<file path="src/rtl/record_song.sv">
// Capture side of the audio path: drains the Audio_Controller input FIFO and writes
// (optionally mixed and decimated) samples into a single-port sample RAM.
module record_song #(
  parameter int ADDR_W   = 16,
  parameter int SAMPLE_W = 32,
  parameter int DECIM    = 1,
  parameter int MONO_MIX = 1
) (
  input  logic                       clk,
  input  logic                       resetn,
  input  logic                       start,
  input  logic                       pause,
  input  logic                       stop,
  input  logic                       audio_in_available,
  input  logic signed [SAMPLE_W-1:0] left_in,
  input  logic signed [SAMPLE_W-1:0] right_in,
  output logic                       read_audio_in,
  output logic [ADDR_W-1:0]          mem_addr,
  output logic signed [SAMPLE_W-1:0] mem_data,
  output logic                       mem_wren,
  output logic                       busy,
  output logic                       full,
  output logic                       done,
  output logic [ADDR_W:0]            sample_count
);

  localparam logic [1:0] S_IDLE    = 2'd0;
  localparam logic [1:0] S_CAPTURE = 2'd1;
  localparam logic [1:0] S_PAUSED  = 2'd2;
  localparam logic [1:0] S_DONE    = 2'd3;
  localparam logic [7:0] DECIM_LAST = 8'(DECIM - 1);

  logic [1:0]        state;
  logic [7:0]        decim_cnt;
  logic              capture_p0;
  logic              keep_p0;
  logic              last_wr_p1;
  logic [ADDR_W-1:0] ptr_p0;

  // Average in SAMPLE_W+1 bits so the sum never overflows; dropping bit 0 is the >>>1.
  function automatic logic signed [SAMPLE_W-1:0] mix_sample(
    input logic signed [SAMPLE_W-1:0] l,
    input logic signed [SAMPLE_W-1:0] r
  );
    logic [SAMPLE_W:0] sum;
    sum = {l[SAMPLE_W-1], l} + {r[SAMPLE_W-1], r};
    if (MONO_MIX != 0) return sum[SAMPLE_W:1];
    else               return l;
  endfunction

  // The FIFO is always drained so it can never overflow, whatever the state.
  assign read_audio_in = audio_in_available & resetn;

  assign busy       = (state == S_CAPTURE) || (state == S_PAUSED);
  // The write to the last address is in flight: any further pop must be discarded.
  assign last_wr_p1 = mem_wren & (&mem_addr);
  assign capture_p0 = read_audio_in && (state == S_CAPTURE) && !pause && !last_wr_p1;
  assign keep_p0    = capture_p0 && (decim_cnt == 8'd0);
  // A write completing this cycle has not yet bumped sample_count.
  assign ptr_p0     = sample_count[ADDR_W-1:0] + ADDR_W'(mem_wren);

  // ---- stage p0 -> p1: pop decision registered as a RAM write ----
  always_ff @(posedge clk or negedge resetn) begin
    if (!resetn) begin
      state        <= S_IDLE;
      decim_cnt    <= '0;
      mem_addr     <= '0;
      mem_data     <= '0;
      mem_wren     <= 1'b0;
      full         <= 1'b0;
      done         <= 1'b0;
      sample_count <= '0;
    end else begin
      mem_wren <= keep_p0;
      done     <= 1'b0;
      if (keep_p0) begin
        mem_addr <= ptr_p0;
        mem_data <= mix_sample(left_in, right_in);
      end
      if (capture_p0)
        decim_cnt <= (decim_cnt == DECIM_LAST) ? 8'd0 : decim_cnt + 8'd1;
      if (mem_wren)
        sample_count <= sample_count + 1'b1;
      if (last_wr_p1) begin
        full <= 1'b1;
        done <= 1'b1;
      end

      if (stop) begin
        state <= S_IDLE;
      end else begin
        case (state)
          S_IDLE, S_DONE: begin
            if (start) begin
              state        <= S_CAPTURE;
              sample_count <= '0;
              full         <= 1'b0;
              decim_cnt    <= '0;
            end
          end
          S_CAPTURE: begin
            if (last_wr_p1)  state <= S_DONE;
            else if (pause)  state <= S_PAUSED;
          end
          S_PAUSED: begin
            if (last_wr_p1)  state <= S_DONE;
            else if (!pause) state <= S_CAPTURE;
          end
          default: state <= S_IDLE;
        endcase
      end
    end
  end

endmodule

</file>
<file path="config.mk">
export PLATFORM = sky130hd
export DESIGN_NAME = record_song
export DESIGN_NICKNAME = d
export VERILOG_FILES = /design/src/rtl/record_song.sv
export SDC_FILE = /design/constraint.sdc
export NUM_CORES = 1
export LEC_CHECK = 0
export ABC_AREA = 1
export BUFFER_PORTS_ARGS = -buffer_cell sky130_fd_sc_hd__buf_2
export CAP_MARGIN = 0
export CORE_ASPECT_RATIO = 1.5
export CORE_UTILIZATION = 50
export CTS_CLUSTER_SIZE = 8
export DETAILED_ROUTE_END_ITERATION = 16
export GPL_TIMING_DRIVEN = 0
export HOLD_SLACK_MARGIN = 0.02
export PLACE_DENSITY = 0.85
export SLEW_MARGIN = 30
export SYNTH_ARGS = -nofsm -noshare
export SYNTH_HDL_FRONTEND = slang
export SYNTH_SLANG_ARGS = --single-unit
</file>
<file path="constraint.sdc">
create_clock -name clk -period 1.55 [get_ports clk]
set_input_delay 0.2325 -clock clk [delete_from_list [all_inputs] [get_ports clk]]
set_output_delay 0.2325 -clock clk [all_outputs]
set_load 0.02 [all_outputs]
</file>
==> run summary <==
total number of vias -> 6867
post-layout min period -> 2.11 ns
ANT nets after route -> 0
slew margin rel. -> 51.9%
RR Startpoint -> sample_count[3]$_DFF_PN0_
MaxCap Viol Count -> 0
critical path endpoint category -> flop
outcome -> finished, violations left
Die Span X -> 91.8 um
CP Class -> reg2reg
Worst-Skew Late Latency -> 0.35 ns
failing checks -> negative hold slack, negative setup slack
crit-path max FO -> 7
Post-Syn Area -> 6050 sq um
Starting Density -> 51.9%
VDD IR-drop max -> 0.605 mV
CTS tree -> yes
GPL Wtd Cong -> 0.984
RSZ-0062 raised after global routing -> true
multi-input logic area -> 3940 sq um
final worst clock skew -> 0.0109 ns
Final HPWL DP -> 13.0 mm
syn nets -> 1035
clock tree sinks -> 78
worst-margin pin slew -> 0.717 ns
Final Max Slew Viols -> 0
Register Area -> 1970 sq um
maximum clock rate -> 474 MHz
Worst setup startpoint -> sample_count[3]$_DFF_PN0_
Num CTS Buffers -> 9
global-route wire length before repair -> 29.0 mm
period utilisation layout -> 136%
Seq/Total Area, Yosys -> 32.3%
CTS Root Cell -> clkbuf_16
nets -> 1229
Fin Hold WS -> -0.201 ns
arrival time at the worst endpoint -> 2.28 ns
#FFs+latches synth -> 78
cell area power density -> 1150 nW/um^2
leading cell types in the layout, fill and taps excluded -> 326 x nand2_1, 148 x inv_1, 138 x buf_2, 71 x nor2_1, 62 x dfrtp_1
1st-pass router iterations -> 6
diodes inserted -> 0
Design Power -> 9.70 mW
Clk pin slew, worst setup/hold paths -> 0.07 ns
Core ar. -> 11700 sq um
drt drc -> 0
Yosys warning count -> 0
fin area -> 8440 sq um
synthesis-to-layout area growth -> 39.7%
worst path required time -> 1.72 ns
ratio of cells with drive above 1 in the final layout -> 29.2%
Die Y -> 137 um
Final Hold Vio Count -> 40
WL/cell -> 17.1 um
largest net degree at the start of global routing -> 43
IO Count -> 140
commonest non-fill, non-tap cell in the layout -> nand2_1
DP Area -> 7050 sq um
PortBufs -> 139
Syn Inst Count -> 926
setup TNS -> -17.79 ns
CP startpoint kind -> flop
grt total ovfl -> 0
final setup fails -> 77
Pleak -> 4.68 nW
Hold Crit Class -> in2async
vias per cell -> 5.39
Row Count -> 48
fillers -> 894
initial antenna violation count -> 2
Initial DRC Count -> 486
die area -> 12500 sq um
Post-Synthesis Mean Instance Area -> 6.53 sq um
GRT Total Usage -> 29.7%
final WL -> 21.8 mm
CTS H-tree depth -> 3
Distinct cells, synth -> 36
fin worst setup slack -> -0.560 ns
maximum buffer depth of the clock tree -> 2
vias in the first global route -> 6360
-- worst paths after layout --
check	to	slack (ns)	cells past startpoint
min reg2reg	mem_data[2]$_DFFE_PN0P_	0.48	2
min in group clk	state[0]$_DFFE_PN0P_	0.27	4
min	mem_addr[7]$_DFFE_PN0P_	-0.20	1
max in group asynchronous	sample_count[1]$_DFF_PN0_	1.17	2
max reg2reg	sample_count[5]$_DFF_PN0_	-0.56	7
max	sample_count[5]$_DFF_PN0_	-0.56	7
-- what timing repair did --
| item | 4_1_cts | 5_1_grt |
|---|---|---|
| buffers inserted | 22 | 13 |
| resized for setup | 67 | 94 |
| endpoints found under the setup margin | 77 | 78 |
| endpoints found under the hold margin | 40 | 40 |
| gates cloned | 2 | 7 |
| pin swaps | 17 | 36 |
-- registers in the layout (all words and copies together) (netlist names) --
register	cells
done	1
mem_data	32
mem_addr	16
sample_count	17
decim_cnt	8
full	1
mem_wren	1
state	2
-- kinds of logic after synthesis --
logic type / count (synthesis) / synth area share [%]
buf+inv: 168 / 11.5
xor+xnor: 38 / 5.50
compound gates: 76 / 6.68
mux: 1 / 0.166
fa+ha+maj: 39 / 8.20
flops: 78 / 32.3
simple gates: 526 / 35.7
-- synthesized netlist by cell type (all sizes together) --
master / n / area [sq um]
buf: 12 / 108
xnor2: 27 / 236
o21ai: 41 / 205
o21bai: 1 / 7.51
inv: 154 / 581
nand3b: 8 / 60.1
a21oi: 32 / 175
and3: 2 / 12.5
ha: 38 / 475
and2: 1 / 6.26
xor2: 11 / 96.3
o21a: 1 / 7.51
nor4: 2 / 12.5
dfrtp: 78 / 1950
nand4: 4 / 25.0
clkbuf: 2 / 7.51
nor3: 13 / 75.1
nand3: 49 / 250
nor2: 87 / 334
or2: 1 / 6.26
o32ai: 1 / 8.76
nand2: 359 / 1370
fa: 1 / 20.0
mux2i: 1 / 10.0
-- power breakdown --
part           leakage [nW]  total, mW  switching [mW]  internal, mW
Combinational          3.49       4.11            2.55          1.56
Sequential             1.02       2.96           0.416          2.54
Clock                 0.177       2.62           0.887          1.74
Total                  4.68       9.70            3.86          5.84
-- per-stage QoR --
stage / hold slack, ns / utilization [%] / cells / setup WS (ns)
floorplan: -0.0631 / - / 926 / -0.0468
global placement: 0.452 / 60.3 / 1215 / -1.58
detailed placement: 0.255 / 60.5 / 1216 / -0.664
CTS: -0.106 / 67.5 / 1255 / -0.178
global route: -0.170 / 72.5 / 1275 / -0.577
finish: -0.201 / 72.5 / 1275 / -0.560
-- area by class of cell --
type | count | share of cell area [%]
multi-input cells | 681 | 46.7
well taps | 150 | 2.22
plain buffers | 13 | 2.06
flip-flops and latches | 78 | 23.4
repair buffers | 183 | 14.4
inverters | 154 | 7.02
clock inverters | 6 | 1.59
clock buffers | 10 | 2.71
-- critical path, cell delays in order, from the launching register on --
cell     delay [ns]
dfrtp_1        0.50
nand2_1        0.20
inv_1          0.10
nand2_2        0.15
nor2_4         0.10
buf_4          0.16
buf_4          0.12
nor3_1         0.59
-- layer usage --
metal	up-vias	wire length, um	part of all wire [%]	global-route usage, %
met4	4	1470	6.7	16.3
li1	3234	-	-	-
met5	-	32	0.15	0
met2	338	11500	53	58.0
met3	112	1600	7.3	5.22
met1	3179	7220	33	29.2
No activity file was read; power rests on OpenSTA's default activity.
